===== config.mk =====
export PLATFORM = sky130hd
export DESIGN_NAME = fsm_ncycles_high
export DESIGN_NICKNAME = d
export VERILOG_FILES = /design/src/rtl/fsm_pkg.sv /design/src/rtl/load_down_counter.sv /design/src/rtl/fsm_ncycles_high.sv
export SDC_FILE = /design/constraint.sdc
export NUM_CORES = 1
export LEC_CHECK = 0
export CORE_UTILIZATION = 50
export CTS_BUF_LIST = sky130_fd_sc_hd__clkbuf_8 sky130_fd_sc_hd__clkbuf_16
export CTS_CLUSTER_SIZE = 40
export DETAILED_ROUTE_END_ITERATION = 10
export HOLD_SLACK_MARGIN = 0.15
export PLACE_DENSITY = 0.71
export SLEW_MARGIN = 10
export SYNTH_ARGS = -nofsm -noshare
export SYNTH_HDL_FRONTEND = slang
export SYNTH_SLANG_ARGS = --single-unit

===== constraint.sdc =====
create_clock -name clk -period 4.62 [get_ports clk]
set_input_delay 0.693 -clock clk [delete_from_list [all_inputs] [get_ports clk]]
set_output_delay 0.693 -clock clk [all_outputs]
set_load 0.05 [all_outputs]

===== src/rtl/fsm_pkg.sv =====
`default_nettype none
// ============================================================================
//  Module      : fsm_pkg
//  Description : Shared types for the stretched-pulse controller family.
//  Revision    : 1.0  - initial release
// ============================================================================
package fsm_pkg;

    // Controller phases: wait for trigger, one-cycle qualify, hold high,
    // forced-low guard interval.
    typedef enum logic [1:0] {
        IDLE  = 2'd0,
        QUAL  = 2'd1,
        HOLD  = 2'd2,
        GUARD = 2'd3
    } state_t;

endpackage : fsm_pkg
`default_nettype wire


===== src/rtl/load_down_counter.sv =====
`default_nettype none
// ============================================================================
//  Module      : load_down_counter
//  Description : Loadable down counter that saturates at zero. Load has
//                priority over decrement; is_one flags the terminal count.
//  Revision    : 1.0  - initial release
// ============================================================================
module load_down_counter #(
    parameter int W = 8
) (
    input  logic         clk,
    input  logic         rst,
    input  logic         load,
    input  logic [W-1:0] load_val,
    input  logic         en,
    output logic [W-1:0] cnt,
    output logic         is_one
);

    localparam logic [W-1:0] c_ONE  = W'(1);
    localparam logic [W-1:0] c_ZERO = '0;

    logic [W-1:0] cnt_q;
    logic [W-1:0] cnt_d;

    // Next count: load wins, otherwise decrement without wrapping past zero.
    always_comb begin
        cnt_d = cnt_q;
        if (load) begin
            cnt_d = load_val;
        end else if (en && (cnt_q != c_ZERO)) begin
            cnt_d = cnt_q - c_ONE;
        end
    end

    // Count register.
    always_ff @(posedge clk) begin
        if (rst) begin
            cnt_q <= c_ZERO;
        end else begin
            cnt_q <= cnt_d;
        end
    end

    assign cnt    = cnt_q;
    assign is_one = (cnt_q == c_ONE);

endmodule : load_down_counter
`default_nettype wire


===== src/rtl/fsm_ncycles_high.sv =====
`default_nettype none
// ============================================================================
//  Module      : fsm_ncycles_high
//  Description : Retriggerable pulse stretcher. A trigger on x is qualified
//                for one cycle, then y is held high for a programmable number
//                of cycles, followed by an optional forced-low guard interval.
//  Revision    : 1.0  - initial release
// ============================================================================
module fsm_ncycles_high
    import fsm_pkg::*;
#(
    parameter int CNT_W        = 8,
    parameter int GUARD_CYCLES = 1,
    parameter int RETRIGGER    = 0
) (
    input  logic             clk,
    input  logic             rst,
    input  logic             x,
    input  logic [CNT_W-1:0] len,
    output logic             y,
    output logic             busy,
    output logic             done
);

    localparam logic [CNT_W-1:0] c_ZERO      = '0;
    localparam logic [CNT_W-1:0] c_ONE       = CNT_W'(1);
    localparam logic [CNT_W-1:0] c_GUARD_VAL = CNT_W'(GUARD_CYCLES);

    state_t           state_q, state_d;
    logic [CNT_W-1:0] len_q,   len_d;
    logic             done_q,  done_d;

    logic             w_hold_load;
    logic [CNT_W-1:0] w_hold_val;
    logic             w_hold_en;
    logic [CNT_W-1:0] w_hold_cnt;
    logic             w_hold_is_one;
    logic             w_hold_expire;

    logic             w_guard_load;
    logic             w_guard_en;
    logic [CNT_W-1:0] w_guard_cnt;
    logic             w_guard_is_one;
    logic             w_guard_expire;

    // A zero count is treated as expired as well, so the FSM can never stall
    // in HOLD or GUARD even if a counter were somehow left at zero.
    assign w_hold_expire  = w_hold_is_one  || (w_hold_cnt  == c_ZERO);
    assign w_guard_expire = w_guard_is_one || (w_guard_cnt == c_ZERO);

    load_down_counter #(
        .W        (CNT_W)
    ) u_hold_cnt (
        .clk      (clk),
        .rst      (rst),
        .load     (w_hold_load),
        .load_val (w_hold_val),
        .en       (w_hold_en),
        .cnt      (w_hold_cnt),
        .is_one   (w_hold_is_one)
    );

    generate
        if (GUARD_CYCLES > 0) begin : g_guard
            load_down_counter #(
                .W        (CNT_W)
            ) u_guard_cnt (
                .clk      (clk),
                .rst      (rst),
                .load     (w_guard_load),
                .load_val (c_GUARD_VAL),
                .en       (w_guard_en),
                .cnt      (w_guard_cnt),
                .is_one   (w_guard_is_one)
            );
        end else begin : g_no_guard
            // GUARD is unreachable without a guard interval; tie it off.
            logic w_guard_ctrl_unused;
            assign w_guard_cnt         = c_ZERO;
            assign w_guard_is_one      = 1'b1;
            assign w_guard_ctrl_unused = w_guard_load ^ w_guard_en;
        end
    endgenerate

    // Next-state, counter control and done computation.
    always_comb begin
        state_d      = state_q;
        len_d        = len_q;
        done_d       = 1'b0;
        w_hold_load  = 1'b0;
        w_hold_val   = c_ONE;
        w_hold_en    = 1'b0;
        w_guard_load = 1'b0;
        w_guard_en   = 1'b0;

        unique case (state_q)
            IDLE: begin
                if (x) begin
                    state_d = QUAL;
                    len_d   = len;
                end
            end

            QUAL: begin
                if (x) begin
                    state_d     = HOLD;
                    w_hold_load = 1'b1;
                    w_hold_val  = (len_q == c_ZERO) ? c_ONE : len_q;
                end else begin
                    // Single-cycle strobe: reject as a glitch.
                    state_d = IDLE;
                end
            end

            HOLD: begin
                if ((RETRIGGER != 0) && x) begin
                    // Reload from the live input; beats expiry this cycle.
                    w_hold_load = 1'b1;
                    w_hold_val  = (len == c_ZERO) ? c_ONE : len;
                end else if (w_hold_expire) begin
                    done_d = 1'b1;
                    if (GUARD_CYCLES > 0) begin
                        state_d      = GUARD;
                        w_guard_load = 1'b1;
                    end else begin
                        state_d = IDLE;
                    end
                end else begin
                    w_hold_en = 1'b1;
                end
            end

            GUARD: begin
                if (w_guard_expire) begin
                    state_d = IDLE;
                end else begin
                    w_guard_en = 1'b1;
                end
            end

            default: begin
                state_d = IDLE;
            end
        endcase
    end

    // State, latched length and done flag registers.
    always_ff @(posedge clk) begin
        if (rst) begin
            state_q <= IDLE;
            len_q   <= c_ZERO;
            done_q  <= 1'b0;
        end else begin
            state_q <= state_d;
            len_q   <= len_d;
            done_q  <= done_d;
        end
    end

    assign y    = (state_q == QUAL) || (state_q == HOLD);
    assign busy = (state_q != IDLE);
    assign done = done_q;

endmodule : fsm_ncycles_high
`default_nettype wire

==> results of run 1 <==
## kinds of logic (layout without fill, tap and decap cells)
family,after synthesis,count (layout),share of synthesized area [%]
AND/OR/NAND/NOR,68,68,24.48
buffers and inverters,16,27,4.672
AO/OA/AOI/OAI,43,43,20.76
XOR/XNOR,3,3,1.817
adder cells (fa/ha/maj),11,11,9.515
multiplexers,2,2,1.384
flip-flops,27,27,37.37
## state kept, by name, indices dropped and copies added, names as in the netlist, named ones only
signal and flops:
g_guard.u_guard_cnt.cnt 8, len_q 8, done 1, state_q 1
u_hold_cnt.cnt 8
## layout make-up
class                   count  area [um2]  area share, %
multi-input cells         127       838.3          51.42
flip-flops and latches     27       540.5          33.15
well taps                  31       38.79          2.379
inverters                  10       37.54          2.302
clock inverters             1       3.754         0.2302
clock buffers               3       41.29          2.533
repair buffers             13       130.1          7.982
## layout by cell type, fill, tap and decap left out, types with 3 or more instances in the layout
cell,Yosys,final
nor3_1,3,3
nor2_1,21,21
nand3_1,10,10
clkdlybuf4s50_1,0,13
a311oi_1,3,3
nand2_1,12,12
a21oi_1,15,15
a211oi_1,5,5
clkbuf_8,0,3
o21ai_0,3,3
o41ai_1,4,4
nor4_1,4,4
inv_1,10,11
ha_1,11,11
dfxtp_1,27,27
## worst register-to-register path, delay by kind of cell, from the launching register on
family                     cells  cell delay (ps)
AOI/OAI and AO/OA              1              260
and+or+nand+nor                3             1230
DFF                            1              340
adders and majority gates      1              300
buffers and inverters          1              160
## where the power goes
group / total (mW) / switching, mW / internal, mW
registers: 0.261 / 0.0150 / 0.246
clock network: 0.129 / 0.0699 / 0.0594
logic: 0.103 / 0.0609 / 0.0417
## per-layer routing
layer  global-route usage, %  up-vias  part of all wire (%)
li1                        -      644                     -
met1                   28.61      589                    50
met2                   32.36       35                    45
met3                   3.023        4                   3.9
met4                   8.571        0                   1.0
met5                       0        -                     0
## worst paths after layout
check        cells past startpoint                             end
max                              4                            busy
min                              2           len_q[5]$_SDFFE_PP0P_
max reg2reg                      6  u_hold_cnt.cnt[7]$_SDFFE_PP0P_
min reg2reg                      2           len_q[5]$_SDFFE_PP0P_
==> flow_summary_export.csv, run 1 <==
group,metric,value,unit
outcome,status,"finished, final reports clean",
worst_setup_path,cp.arrival,2010,ps
clock_network,clk_pin_slew,90,ps
place,place_area,0.001585,mm2
final_layout,num_antenna_cells,0,
floorplan,rows,19,
place,gp_congestion,0.8344,
timing,fin_crit,2700,ps
grt,grt_first_pass_wirelength,5154,um
floorplan,initial_utilization,52.45,%
place,dp_cells,208,
grt,antenna_found_initial,0,
route,via_count,1272,
timing,whs,480.3,ps
logic_synthesis,syn-num-nets,192,
logic_synthesis,synth_area_leaders,"dfxtp_1 (37%), ha_1 (9.5%), nor2_1 (5.4%), a21oi_1 (5.2%), nand3_1 (3.5%)",
floorplan,die_h,55.79,um
logic_synthesis,netlist_instances,170,
place,place_ws,2236,ps
floorplan,core,0.002758,mm2
worst_setup_path,crit_fanout,10,
logic_synthesis,ys_seq_area_share,37.37,%
floorplan,die_area,0.003112,mm2
worst_setup_path,crit_required,3930,ps
clock_network,cts_tree,"yes",
final_layout,syn_to_final_growth,12.72,%
final_layout,stdcell_area,0.001630,mm2
worst_setup_path,crit_start,"state_q[0]$_SDFFE_PP0P_",
timing,finalSetupViolCount,0,
timing,final_hold_viol_count,0,
logic_synthesis,netlist_top_cells_count,"dfxtp_1 (27), nor2_1 (21), a21oi_1 (15)",
logic_synthesis,synth-edff-count,0,
timing,worst_slack,1920,ps
worst_setup_path,critical_path_class,"flip-flop to output port",
route,via_per_inst,6.000,
clock_network,htree_levels,1,
min_path,hp-start,"len_q[5]$_SDFFE_PP0P_",
final_layout,fin_nets,204,
power_and_ir_drop,power_density,302.7,mW/mm2
clock_network,cts_root_buf,"clkbuf_8",
final_layout,fin_cells,212,
place,portBuffers,13,
grt,grtUsageTotal,20.69,%
logic_synthesis,synth_area,0.001446,mm2
clock_network,clock-sinks,27,
route,drc,0,
clock_network,postCtsSetupBuffers,0,
final_layout,final_util,59.12,%
logic_synthesis,synth-async-reset-ratio,0,%
place,place.detailed.hpwl,2222,um
logic_synthesis,synth-main-ff-cell,"dfxtp_1",
timing,slew_viol_final,0,
final_layout,drive_gt1_share,6.077,%
logic_synthesis,yosysTopAreaCell,"dfxtp_1",
grt,first_global_vias,1209,
clock_network,clockBufferDepth,2,
min_path,min_path_type,"flip-flop to flip-flop",
worst_setup_path,cp_cell_sequence,"inv_1 > ha_1 > inv_1 > clkdlybuf4s50_1",
logic_synthesis,yosysMostFrequentCell,"dfxtp_1",
worst_setup_path,rrSetupSlack,2240,ps
run,drv_cap,0,
timing,max_freq,370.4,MHz
worst_setup_path,cpPeakStageDelay,800,ps
logic_synthesis,syn-mean-instance-area,8.508,um2
timing,tns,0,ps
grt,grt_max_degree,24,
worst_setup_path,cp_slowest_cell,"clkdlybuf4s50_1",
worst_setup_path,r2r_start,"state_q[0]$_SDFFE_PP0P_",
logic_synthesis,ys_ff_latch,27,
clock_network,hold_buffers,0,
timing,skew,1.331,ps
worst_setup_path,cp.buffers_inverters,3,
logic_synthesis,synth_cell_types,41,
route,drt_wl_total,3022,um
timing,min_period_over_period,58.44,%
floorplan,io_pins,14,
grt,grt_overflow,0,
clock_network,cts_resized,0,
power_and_ir_drop,max-vdd-ir-drop,0.2098,mV
clock_network,worstSkewPairLatency,260,ps
logic_synthesis,synth_top_area_share,37.37,%
timing,rsz0062_at_grt,"no",
worst_setup_path,endpoint_kind,"output port",
route,first_iter_violations,43,
timing,slew_headroom,48.71,%
route,wl_per_cell,14.25,um
power_and_ir_drop,finalPower,0.4934,mW
worst_setup_path,path_delay_family,"buffers and inverters",
route,final_antenna_net_count,0,
clock_network,cts_buffers,3,
logic_synthesis,yosys_warnings,0,
worst_setup_path,cp_common_cell,"inv_1",
final_layout,fillers,251,
floorplan,fp.dieW,55.79,um
worst_setup_path,start_kind,"flip-flop",
timing,worstMarginPinSlew,767.0,ps
power_and_ir_drop,leakagePower,0.6010,nW
route,first_pass_iters,4,
No activity file was read; power rests on OpenSTA's default activity.
==> inputs of run 2 (changes only) <==
- clock period: 4.62 -> 2.5 ns (I/O delays scaled with it)
==> run 2 against run 1 <==
Sequential power grew 85%. Global-route usage up 0.21 points. Combinational power increased by 86%. Routed wire length decreased by 0.69%. Non-clock buffer count rose by 2. Critical path depth is 2 higher. Sequential share of layout area fell by 0.40 points. Die area did not move. Clock power increased by 88%. Register-to-register slack lost 2100 ps. Power is 86% higher.
==> flow_summary_export.csv, run 2 (synthesis gave the netlist of run 1 again) <==
group,metric,value,unit
power_and_ir_drop,pwr-share-clk,26.4,%
worst_setup_path,rr_endpoint,"u_hold_cnt.cnt[7]$_SDFFE_PP0P_",
power_and_ir_drop,power_density,555.4,mW/mm2
worst_setup_path,crit_fanout,6,
timing,fin_crit,2316,ps
floorplan,io_pins,14,
route,via_per_inst,5.944,
power_and_ir_drop,seq_power_share,52.7,%
run,drv_cap,0,
worst_setup_path,rrSetupSlack,180,ps
clock_network,cts_tree,"yes",
final_layout,fin_nets,206,
worst_setup_path,start_kind,"flip-flop",
worst_setup_path,cp.arrival,2500,ps
grt,grt_max_degree,17,
route,wl_per_cell,14.02,um
floorplan,core,0.002758,mm2
worst_setup_path,r2r_start,"state_q[0]$_SDFFE_PP0P_",
clock_network,clockBufferDepth,2,
final_layout,drive_gt1_share,7.650,%
route,via_count,1272,
grt,first_global_vias,1200,
place,place.detailed.hpwl,2241,um
timing,rsz0062_at_grt,"no",
min_path,holdPathEnd,"len_q[4]$_SDFFE_PP0P_",
worst_setup_path,cp_slowest_cell,"or4_1",
clock_network,cts_buffers,3,
power_and_ir_drop,combinationalPowerShare,21.0,%
floorplan,die_h,55.79,um
power_and_ir_drop,max-vdd-ir-drop,0.3432,mV
final_layout,layout.cells.most_common,"dfxtp_1",
timing,slew_viol_final,0,
min_path,min_path_type,"flip-flop to flip-flop",
floorplan,rows,19,
timing,whs,477.6,ps
floorplan,initial_utilization,52.45,%
worst_setup_path,endpoint_kind,"flip-flop",
power_and_ir_drop,leakagePower,0.6215,nW
clock_network,htree_levels,1,
place,portBuffers,13,
floorplan,fp.dieW,55.79,um
timing,max_freq,431.7,MHz
grt,grtUsageTotal,20.90,%
route,drc,0,
timing,worstMarginPinSlew,518.1,ps
route,first_iter_violations,74,
timing,finalSetupViolCount,0,
power_and_ir_drop,power.switching,0.2725,mW
clock_network,hold_buffers,0,
clock_network,clock-sinks,27,
grt,grt_overflow,0,
timing,tns,0,ps
clock_network,cts_root_buf,"clkbuf_8",
power_and_ir_drop,finalPower,0.9167,mW
grt,antenna_found_initial,0,
final_layout,syn_to_final_growth,14.10,%
timing,slew_headroom,65.30,%
clock_network,clk_pin_slew,90,ps
outcome,status,"finished, final reports clean",
worst_setup_path,crit_required,2680,ps
final_layout,num_antenna_cells,0,
floorplan,die_area,0.003112,mm2
grt,grt_first_pass_wirelength,5285,um
timing,skew,2.640,ps
worst_setup_path,critical_path_class,"flip-flop to flip-flop",
place,gp_congestion,0.8178,
route,first_pass_iters,6,
final_layout,final_util,59.85,%
route,drt_wl_total,3001,um
power_and_ir_drop,switching_share,29.73,%
timing,min_period_over_period,92.65,%
worst_setup_path,cpPeakStageDelay,470,ps
worst_setup_path,cp_cell_sequence,"inv_1 > ha_2 > or3b_1 > or3_4 > or4_1 > a311oi_1",
final_layout,fillers,240,
final_layout,final_cell_mix,"dfxtp_1 (27), nor2_1 (21), a21oi_1 (15)",
clock_network,worstSkewPairLatency,270,ps
power_and_ir_drop,p_int,0.6442,mW
route,final_antenna_net_count,0,
timing,final_hold_viol_count,0,
min_path,whs_path_depth,2,
worst_setup_path,rr_worst_depth,6,
min_path,hp-start,"len_q[4]$_SDFFE_PP0P_",
[run 2: changes by cell type in the layout (fill, tap and decap cells not counted)]
cell             delta
buf_4               +2
clkdlybuf4s50_1     -1
dlymetal6s2s_1      +1
ha_1                -1
ha_2                +1
[run 2: layout make-up]
type                            instances  area [um2]  share of cell area [%]
Inverter                               10       37.54                   2.274
Sequential cell                        27       540.5                   32.75
Timing Repair Buffer                   15       147.6                   8.946
Multi-Input combinational cell        127       840.8                   50.95
Clock buffer                            3       41.29                   2.502
Tap cell                               31       38.79                   2.350
Clock inverter                          1       3.754                  0.2274
[run 2: worst max path at each step]
stage	start	endpoint	slack [ps]	depth (start not counted)
finish	state_q[0]$_SDFFE_PP0P_	u_hold_cnt.cnt[7]$_SDFFE_PP0P_	180	6
global route	state_q[0]$_SDFFE_PP0P_	u_hold_cnt.cnt[7]$_SDFFE_PP0P_	30	6
CTS	state_q[0]$_SDFFE_PP0P_	busy	70	4
detailed placement	state_q[0]$_SDFFE_PP0P_	u_hold_cnt.cnt[7]$_SDFFE_PP0P_	200	6
global placement	state_q[0]$_SDFFE_PP0P_	u_hold_cnt.cnt[7]$_SDFFE_PP0P_	290	6
floorplan	state_q[0]$_SDFFE_PP0P_	u_hold_cnt.cnt[7]$_SDFFE_PP0P_	340	6
[run 2: metal layers]
layer  global-route usage, %  vias up  part of all wire [%]
li1                        -      646                     -
met5                       0        -                     0
met3                   5.349       10                   5.0
met4                   8.571        0                   2.4
met2                   31.33       31                    43
met1                   28.59      585                    50
[run 2: power by group through the flow]
| stage | clock, mW | combinational (mW) | sequential (mW) |
|---|---|---|---|
| after floorplan | 0 | 0.138 | 0.485 |
| after global placement | 0 | 0.187 | 0.490 |
| after detailed placement | 0 | 0.191 | 0.491 |
| after CTS | 0.245 | 0.192 | 0.482 |
| after global routing | 0.265 | 0.217 | 0.486 |
| final | 0.242 | 0.192 | 0.483 |
[run 2: metrics by stage]
step / cells / worst slack, ps / area [um2]
final: 214 / 183.8 / 1650
after global routing: 214 / 28.43 / 1650
after CTS: 214 / 68.99 / 1645
after detailed placement: 210 / 198.5 / 1600
after global placement: 210 / 292.6 / 1600
after floorplan: 170 / 338.8 / 1446
[run 2: timing repair]
item,CTS,global route
gates resized for setup,0,2
setup buffers,0,0
setup endpoints to repair,0,2
[run 2: critical path, delay by kind of cell, from the launching register on]
kind,cells,cell delay (ps)
AOI/OAI and AO/OA,1,250
adders and majority gates,1,250
buffers and inverters,1,170
DFF,1,350
and+or+nand+nor,3,1210
